$ cat src/rtl/dmem_arb_pkg.sv
// Shared types and default widths for the data-memory arbiter.
package dmem_arb_pkg;
  localparam int ARB_AW       = 8;
  localparam int ARB_DW       = 8;
  localparam int ARB_LW       = 4;
  localparam int ARB_MAX_WAIT = 4;

  typedef enum logic {IDLE, HOST} arb_state_t;

  // Host burst descriptor, captured at grant time
  typedef struct packed {
    logic              we;
    logic [ARB_AW-1:0] addr;
    logic [ARB_LW-1:0] len;
  } burst_t;
endpackage

$ cat src/rtl/dmem_arb_starve.sv
// Starvation limiter: counts cycles a pending host request loses to the core.
module dmem_arb_starve #(
  parameter int MAX_WAIT = 4
) (
  input  logic clk,
  input  logic reset,
  input  logic pending,
  input  logic served,
  input  logic clear,
  output logic force_grant
);
  localparam int CW = $clog2(MAX_WAIT) + 1;

  logic [CW-1:0] wait_cnt;

  always_ff @(posedge clk or negedge reset) begin
    if (!reset)                                   wait_cnt <= '0;
    else if (clear)                               wait_cnt <= '0;
    else if (served && wait_cnt != CW'(MAX_WAIT)) wait_cnt <= wait_cnt + CW'(1);
  end

  // After MAX_WAIT lost cycles the host wins on the following cycle
  assign force_grant = pending && (wait_cnt == CW'(MAX_WAIT));
endmodule

$ cat src/rtl/dmem_arbiter.sv
// Single-port data memory arbiter: core has priority, host bursts are starvation-limited.
// Optional perf counters (stall_cycles, host_bursts) under `DMEM_ARB_PERF_EN.
module dmem_arbiter
  import dmem_arb_pkg::*;
#(
  parameter int AW       = ARB_AW,
  parameter int DW       = ARB_DW,
  parameter int LW       = ARB_LW,
  parameter int MAX_WAIT = ARB_MAX_WAIT
) (
  input  logic          clk,
  input  logic          reset,
  input  logic          core_req,
  input  logic          core_we,
  input  logic [AW-1:0] core_addr,
  input  logic [DW-1:0] core_wdata,
  output logic [DW-1:0] core_rdata,
  output logic          core_stall,
  input  logic          host_req,
  input  logic          host_we,
  input  logic [AW-1:0] host_addr,
  input  logic [LW-1:0] host_len,
  input  logic [DW-1:0] host_wdata,
  output logic          host_gnt,
  output logic          host_beat,
  output logic          host_rvalid,
  output logic [DW-1:0] host_rdata,
  output logic          host_done,
  output logic          mem_we,
  output logic [AW-1:0] mem_addr,
  output logic [DW-1:0] mem_wdata,
  input  logic [DW-1:0] mem_rdata
`ifdef DMEM_ARB_PERF_EN
  ,
  output logic [15:0]   stall_cycles,
  output logic [15:0]   host_bursts
`endif
);
  arb_state_t    state, state_nxt;
  burst_t        burst;
  logic [LW-1:0] beat_cnt;
  logic          in_idle, in_host, grant, force_grant, last_beat;

  // Gating with reset keeps every strobe low while reset is held, without a clock
  assign in_idle   = reset && (state == IDLE);
  assign in_host   = reset && (state == HOST);
  assign grant     = in_idle && host_req && (!core_req || force_grant);
  assign last_beat = in_host && (beat_cnt == burst.len - LW'(1));

  assign host_gnt   = grant;
  assign host_done  = last_beat;
  assign core_rdata = mem_rdata;

  dmem_arb_starve #(.MAX_WAIT(MAX_WAIT)) u_starve (
    .clk        (clk),
    .reset      (reset),
    .pending    (in_idle && host_req),
    .served     (in_idle && host_req && core_req),
    .clear      (!(in_idle && host_req) || grant),
    .force_grant(force_grant)
  );

  always_comb begin
    state_nxt  = state;
    mem_we     = in_idle & core_req & core_we;
    mem_addr   = core_addr;
    mem_wdata  = core_wdata;
    host_beat  = 1'b0;
    core_stall = 1'b0;
    case (state)
      IDLE: if (grant) state_nxt = HOST;
      HOST: begin
        mem_addr   = burst.addr + AW'(beat_cnt);
        mem_we     = in_host & burst.we;
        mem_wdata  = host_wdata;
        host_beat  = in_host;
        core_stall = in_host & core_req;
        if (last_beat) state_nxt = IDLE;
      end
    endcase
  end

  always_ff @(posedge clk or negedge reset) begin
    if (!reset) begin
      state       <= IDLE;
      burst       <= '0;
      beat_cnt    <= '0;
      host_rvalid <= 1'b0;
      host_rdata  <= '0;
    end else begin
      state       <= state_nxt;
      host_rvalid <= host_beat & ~burst.we;
      if (host_beat && !burst.we) host_rdata <= mem_rdata;
      if (grant) begin
        burst.we   <= host_we;
        burst.addr <= host_addr;
        burst.len  <= (host_len == '0) ? LW'(1) : host_len;
      end
      if (last_beat)      beat_cnt <= '0;
      else if (host_beat) beat_cnt <= beat_cnt + LW'(1);
    end
  end

`ifdef DMEM_ARB_PERF_EN
  always_ff @(posedge clk or negedge reset) begin
    if (!reset) begin
      stall_cycles <= '0;
      host_bursts  <= '0;
    end else begin
      if (core_stall && stall_cycles != 16'hFFFF) stall_cycles <= stall_cycles + 16'd1;
      if (host_done && host_bursts != 16'hFFFF)   host_bursts  <= host_bursts + 16'd1;
    end
  end
`endif
endmodule

$ cat config.mk
export PLATFORM = sky130hd
export DESIGN_NAME = dmem_arbiter
export DESIGN_NICKNAME = d
export VERILOG_FILES = /design/src/rtl/dmem_arb_pkg.sv /design/src/rtl/dmem_arb_starve.sv /design/src/rtl/dmem_arbiter.sv
export SDC_FILE = /design/constraint.sdc
export NUM_CORES = 1
export LEC_CHECK = 0
export ABC_CLOCK_PERIOD_IN_PS = 2400
export CAP_MARGIN = 15
export CORE_MARGIN = 5
export CORE_UTILIZATION = 34
export CTS_CLUSTER_SIZE = 40
export DETAILED_ROUTE_END_ITERATION = 10
export PLACE_DENSITY = 0.7
export SETUP_SLACK_MARGIN = 0.15
export SYNTH_ARGS = -nofsm -noshare
export SYNTH_HDL_FRONTEND = slang
export SYNTH_SLANG_ARGS = --single-unit
$ cat constraint.sdc
create_clock -name clk -period 2.4 [get_ports clk]
set_clock_uncertainty 0.05 [all_clocks]
set_input_delay 0.24 -clock clk [delete_from_list [all_inputs] [get_ports clk]]
set_output_delay 0.24 -clock clk [all_outputs]
set_load 0.02 [all_outputs]
Word level (Yosys, flattened, before mapping)
Cells that the tools add are included.
{ "word_totals": {"ff_bits": 30, "latch_bits": 0, "ramBits": 0, "rom_bits": 0, "inputBits": 50, "elab_cells": 52, "mem_count": 0} }
{ "op_classes": {"addsub": 4, "multipliers": 0, "n_div": 0, "order_cmp": 0, "eq_ne": 3, "n_shift": 0, "mux": 13, "bitwise": 7, "reduce_logical": 17} }
{ "op_table": {"columns": ["operator", "n"], "rows": [
  ["$mux 8", 2],
  ["$mux 4", 3],
  ["$logic_and 1x1->1", 9],
  ["$add 8x4->8", 1],
  ["$mux 3", 2],
  ["$and 1x1->1", 5],
  ["$mux 1", 5],
  ["$add 4x1->4 const B", 1],
  ["$eq 4x4->1", 1],
  ["$logic_not 4->1", 1],
  ["$reduce_bool 2->1", 2],
  ["$sub 4x1->4 const B", 1],
  ["$add 3x1->3 const B", 1],
  ["$eq 3x3->1 const B", 1],
  ["$logic_not 1->1", 3],
  ["$ne 3x3->1 const B", 1],
  ["$logic_or 1x1->1", 2],
  ["$not 1->1", 2],
  ["$pmux 1 s2", 1]
]} }

Logic depth before layout (Yosys ltp)
Gate-level depths: netlist of run 1.
{ "depth": {"depth_word": 8, "ltp_mapped": 7, "depth_no_buf": 7} }

Cells and area by module
From an unflattened synthesis of run 1, not the netlist that was laid out.
{ "unflattened": {"hier_cells": 175, "area_unflattened_um2": 1864.3} }
{ "by_module_without_submodules": {"columns": ["mod", "instances", "cells_per_inst", "area_per_inst_um2"], "rows": [
  ["dmem_arbiter", 1, 157, 1666.6],
  ["dmem_arb_starve", 1, 18, 197.7]
]} }

Worst setup path after synthesis of run 1
Ideal clock, no wire load.
{ "synth_timing": {"kind": "flip-flop to output port", "from": "register beat_cnt[0]", "to": "output port mem_addr[4]", "arrival_time_ns": 1.949, "t_required_ns": 2.110, "slack_ns": 0.161, "path_stages_with_launch": 7, "path_buffers": 0, "cell_sequence": "dfrtp_1 -> ha_1 -> inv_1 -> fa_1 -> nor2b_1 -> o21a_1 -> o311ai_0"} }
{ "synth_via": {"elab_chain_len": 2} }
{ "synth_lines": {"columns": ["item", "line_no", "rtl"], "rows": [
  ["start, declared", "dmem_arbiter.sv:41", "logic [LW-1:0] beat_cnt;"],
  ["start signal, assigned", "dmem_arbiter.sv:100", "else if (host_beat) beat_cnt <= beat_cnt + LW'(1);"],
  ["$add 8x4->8", "dmem_arbiter.sv:73", "mem_addr = burst.addr + AW'(beat_cnt);"],
  ["$mux 8", "dmem_arbiter.sv:70", "case (state)"],
  ["end, declared", "dmem_arbiter.sv:30", "output logic [AW-1:0] mem_addr,"]
]} }
Every way passes these cells.

Worst setup path after layout of run 1
Same ends and word-level chain as after synthesis.

==> flow_metrics.tcl, run 1 <==
set metrics [dict create \
    fmax_mhz 443 \
    synth_compound_area_share_pct 9.18 \
    grt_pass1_vias 1614 \
    nNetsFinal 331 \
    rows 26 \
    coreArea_um2 5170 \
    syn_to_final_growth_pct 63.3 \
    clock_sinks 30 \
    finalNonFillerCells 343 \
    yosysTopAreaCell "dfrtp_1" \
    vias_per_cell 4.68 \
    netlist.area_leader.share_pct 41.1 \
    syn_area_per_cell_um2 10.6 \
    placed_area_um2 2810 \
    rsz0062_at_grt "true" \
    drv_slew 0 \
    start_util_pct 35.3 \
    insertion_delay_ps 300 \
    dp_cells 332 \
    dieArea_um2 6930 \
    die_x_um 83.3 \
    p_per_area_nw_per_um2 1230 \
    post_synth_mux_area_share_pct 17.8 \
    worstSetupPathType "flip-flop to output pin" \
    worstMarginPinSlew_ps 420 \
    post-dp-hpwl_um 3900 \
    cap_viol_max_count 0 \
    min_period_ps 2260 \
    yosys.area_share.simple_pct 14.1 \
    start_kind "flip-flop" \
    wl_per_cell_um 14.4 \
    portBuffers 87 \
    cts_tree "yes" \
    irDropWorstVdd_mv 0.526 \
    multi_input_area_um2 1020 \
    hold_slack_ps 301 \
    cts_buffer_depth 2 \
    synth-xor-area-share_pct 4.32 \
    fillers 454 \
    synth_top_family_by_area "multiplexers" \
    async_reset_ff_share_pct 100 \
    first_iter_violations 51 \
    synthFlopType "dfrtp_1" \
    r2r_start "state" \
    grt_usage_pct 14.6 \
    ant_nets 0 \
    cp_max_fo 2 \
    yosysSeqAreaShare_pct 41.1 \
    syn_area_um2 1830 \
    crit_required_ps 2110 \
    syn-num-nets 232 \
    grt_antenna_before_repair 0 \
    htree_levels 2 \
    yosysWarningCount 0 \
    finalHoldViolCount 0 \
    dr.pass1.iters 4 \
    clkTransAtPathRegs_ps 70 \
    worst_ep_arrival_time_ps 1970 \
    endpoint_kind "output pin" \
    final_util_pct 57.6 \
    power_leakage_nw 1.32 \
    drc 0 \
    drt-total-wl_um 4950 \
    grt_first_pass_wirelength_um 8110 \
    drive_above_1_share_pct 26.4 \
    hp-class "primary input to async pin" \
    hold_buffers 0 \
    num_vias 1605 \
    root_buffer "clkbuf_8" \
    crit_start "beat_cnt[0]" \
    ios 88 \
    synth_common_cells "dfrtp_1, mux2_2, nand2_1, nor2_1, o21ai_0" \
    cts_buffers 5 \
    yosysMostFrequentCell "dfrtp_1" \
    finalCritPeriodShare_pct 94.0 \
    synth_edf_count 0 \
    max-slew-margin-rel_pct 72.0 \
    synth_adder_area_share_pct 6.58 \
    ys_ff_latch 30 \
    final_area_um2 2980 \
    synthTopCellsByArea "dfrtp_1, mux2_2, ha_1" \
    ff_latch_area_um2 751 \
    synthCells 173 \
    setup_viol 0 \
    die_h_um 83.3 \
    grt_overflow 0 \
    synth.distinct_cells 38 \
    power_mw 3.67 \
    gp_congestion 0.792 \
    antenna_cells_inserted 0 \
    grt_max_degree 19 \
    status "completed" \
]
worst paths after layout:
kind	end	slack [ps]	cells past startpoint
hold reg to reg	u_starve.wait_cnt[0]	420	1
min in group clk	u_starve.wait_cnt[0]	420	1
hold / removal	host_rdata[3]	300	2
setup reg to reg	burst[6]	610	5
setup / recovery	mem_addr[4]	140	8
max in group asynchronous	host_rdata[5]	1650	3
registers in the layout, indices dropped and copies added, names as in the netlist:
register,flops
burst,13
host_rdata,8
beat_cnt,4
u_starve.wait_cnt,3
host_rvalid,1
state,1
power by group:
part / internal (mW) / switching [mW]
clock network: 0.231 / 0.204
registers: 0.726 / 0.167
logic: 1.18 / 1.16
total: 2.14 / 1.53
through the flow:
step | TNS, ps | worst slack, ps
floorplan | 0 | 161
global placement | -36.2 | -36.2
detailed placement | -123 | -51.0
CTS | 0 | 135
global route | 0 | 62.6
finish | 0 | 144
placed cells by master (no fill, tap or decap), types with 3 or more instances in the layout:
master / n
nand2_1: 15
nand3_1: 4
buf_4: 16
buf_2: 4
o21ai_0: 9
inv_1: 8
clkdlybuf4s50_1: 71
xnor2_1: 5
nor2_1: 11
clkbuf_8: 6
ha_1: 6
nor3_1: 7
dfrtp_1: 30
xor2_1: 3
dlygate4sd2_1: 4
dlymetal6s2s_1: 5
mux2_2: 27
per-layer routing:
layer	up-vias	GRT usage, %	routed length (um)
met5	-	0	0
met4	0	6.69	103
met3	8	3.27	237
met2	41	24.2	2500
met1	750	18.0	2110
li1	806	-	-
area by class of cell:
class                           instances  area share, %
Multi-Input combinational cell        121           34.2
Timing Repair Buffer                  104           33.4
Sequential cell                        30           25.2
Tap cell                               70           2.94
Clock buffer                            7           2.90
Inverter                               10           1.26
Clock inverter                          1          0.168
logic make-up (layout without fill, tap and decap cells):
kind of cell | after synthesis | in the layout
adder cells (fa/ha/maj) | 9 | 9
XOR/XNOR | 9 | 9
buffers and inverters | 22 | 122
AND/OR/NAND/NOR | 49 | 49
flip-flops | 30 | 30
multiplexers | 29 | 29
AO/OA/AOI/OAI | 25 | 25
repair_timing:
action                                  CTS  global route
endpoints found under the hold margin     0             0
buffers inserted                          2             1
gates resized for setup                  40            18
endpoints found under the setup margin   15            13
pin swaps                                 1             4
worst max-delay path, cell delays in order (launching register included):
cell	delay [ps]
dfrtp_1	410
ha_4	170
inv_2	50
fa_2	220
nor2b_4	50
buf_4	120
o21a_1	180
o311ai_1	250
buf_2	220
Note: power is estimated with default switching activity, not from simulation.
==> run 2, diff against run 1 <==
- ABC_CLOCK_PERIOD_IN_PS: 2400 -> 2700
- CAP_MARGIN: 15 -> default
- CORE_UTILIZATION: 34 -> 44
- PLACE_DENSITY: 0.7 -> 0.87
- clock period: 2.4 -> 2.7 ns (I/O delays scaled with it)
==> run 2 against run 1 <==
- combinational power decreased by 22%
- non-clock buffer count decreased by 12
- critical path depth decreased by 2
- wire length decreased by 5.6%
==> flow_metrics.tcl, run 2 (synthesized netlist as in run 1, its figures left out) <==
set metrics [dict create \
    ant_nets 0 \
    p_per_area_nw_per_um2 1060 \
    intPower_mw 1.74 \
    hold_slack_ps 368 \
    grt_first_pass_wirelength_um 7600 \
    grt_usage_pct 18.1 \
    endpoint_kind "output pin" \
    fmax_mhz 398 \
    dr.pass1.iters 4 \
    insertion_delay_ps 270 \
    power_switching_mw 1.25 \
    worstSetupPathType "flip-flop to output pin" \
    vias_per_cell 5.09 \
    reg.largest.list "burst x13, host_rdata x8, beat_cnt x4" \
    p_comb_share_pct 61.1 \
    use_met1_pct 23.7 \
    mostFrequentLayoutCells "clkdlybuf4s50_1, dfrtp_1, mux2_2, nand2_1, nor2_1" \
    finalCritPeriodShare_pct 93.0 \
    antenna_cells_inserted 0 \
    start_kind "flip-flop" \
    grt_use_met3_pct 5.68 \
    reg2reg_setup_slack_ps 970 \
    power_leakage_nw 1.19 \
    clock_sinks 30 \
    crit_required_ps 2380 \
    cts_buffers 5 \
    coreArea_um2 4000 \
    drive_above_1_share_pct 18.5 \
    worst_ep_arrival_time_ps 2190 \
    ios 88 \
    placed_area_um2 2720 \
    crit_start "beat_cnt[1]" \
    hp-class "primary input to async pin" \
    setup_viol 0 \
    r2r_start "state" \
    grt_pass1_vias 1622 \
    largest_reg_flops 13 \
    htree_levels 2 \
    nNetsFinal 319 \
    min_period_ps 2510 \
    grt_overflow 0 \
    regMostFlops "burst" \
    slowest_stage "dfrtp_1" \
    max-slew-margin-rel_pct 70.8 \
    wl_per_cell_um 15.1 \
    fin_setup_tns_ps 0 \
    use_met2_pct 27.0 \
    cts_buffer_depth 2 \
    grt_antenna_before_repair 0 \
    drt-total-wl_um 4670 \
    r2r_cells 4 \
    pwr-share-clk_pct 11.4 \
    die_h_um 74.4 \
    hold_buffers 0 \
    root_buffer "clkbuf_8" \
    status "completed" \
    finalHoldViolCount 0 \
    dieArea_um2 5540 \
    num_vias 1574 \
    fillers 319 \
    post-dp-hpwl_um 3750 \
    clkTransAtPathRegs_ps 60 \
    die_x_um 74.4 \
    grt_max_degree 36 \
    cp_max_fo 5 \
    drc 0 \
    power.share.switching_pct 41.8 \
    cap_viol_max_count 0 \
    reg2reg_to "host_rdata[3]" \
    first_iter_violations 110 \
    final_common_cell "clkdlybuf4s50_1" \
    irDropWorstVdd_mv 0.507 \
    rows 23 \
    busiest_layer "met2" \
    final_area_um2 2810 \
    gp_congestion 0.831 \
    start_util_pct 45.6 \
    cts_tree "yes" \
    cpPeakStageDelay_ps 420 \
    path_cells "ha_1, a21oi_1, a2bb2oi_2, mux2i_1, nand3_1, dlygate4sd2_1" \
    portBuffers 87 \
    syn_to_final_growth_pct 53.7 \
    drv_slew 0 \
    post_cts.repair.setup_buffers 0 \
    rsz0062_at_grt "false" \
    worstMarginPinSlew_ps 434 \
    p_seq_share_pct 27.5 \
]
## run 2: cell count changes in the layout (fill, tap and decap cells not counted), sizes merged
cell and delta:
buf -18, clkdlybuf4s15 +1, clkdlybuf4s50 +8, clkinv -2, clkinvlp +1, dlygate4sd2 -1
dlymetal6s2s -3
## run 2: power by group through the flow
stage / registers (mW) / clock network (mW) / logic (mW)
2_1_floorplan: 0.857 / 0 / 1.10
3_3_place_gp: 0.815 / 0 / 1.82
3_5_place_dp: 0.825 / 0 / 1.86
4_1_cts: 0.819 / 0.353 / 1.84
5_1_grt: 0.860 / 0.381 / 1.98
6_report: 0.822 / 0.340 / 1.82
## run 2: critical path, delay by kind of cell, from the launching register on
family                   cells  cell delay (ps)
multiplexers                 1              240
AO/OA/AOI/OAI                2              560
buffers and inverters        1              320
AND/OR/NAND/NOR              1               90
flip-flops                   1              420
adder cells (fa/ha/maj)      1              290
## run 2: repair_timing
action,CTS,global route
hold endpoints to repair,0,0
resized for setup,7,11
setup endpoints to repair,6,5
## run 2: layer usage
layer	part of all wire (%)	wire (um)	up-vias
li1	-	-	777
met1	43	1990	741
met2	48	2250	45
met3	7.0	327	11
met4	2.3	108	0
met5	0	0	-
## run 2: metrics by stage
step	worst slack, ps	util, %	total power [mW]	std cells
detailed placement	186	68.0	2.68	303
finish	190	70.2	2.99	309
global placement	251	68.0	2.64	303
floorplan	431	-	1.95	173
global route	120	70.2	3.22	309
CTS	164	70.1	3.01	309
## run 2: final cells by class
type	count	area (um^2)	share of cell area (%)
Inverter	10	41.3	1.47
Multi-Input combinational cell	121	956	34.1
Tap cell	50	62.6	2.23
Timing Repair Buffer	92	912	32.5
Sequential cell	30	752	26.8
Clock buffer	6	82.6	2.94
## run 2: worst max-delay path by stage
| stage | cells after the start | slack, ps | endpoint |
|---|---|---|---|
| floorplan | 6 | 430 | mem_addr[4] |
| global placement | 6 | 250 | mem_addr[5] |
| detailed placement | 8 | 190 | mem_addr[6] |
| CTS | 8 | 160 | mem_addr[6] |
| global route | 6 | 120 | mem_addr[7] |
| finish | 6 | 190 | mem_addr[7] |
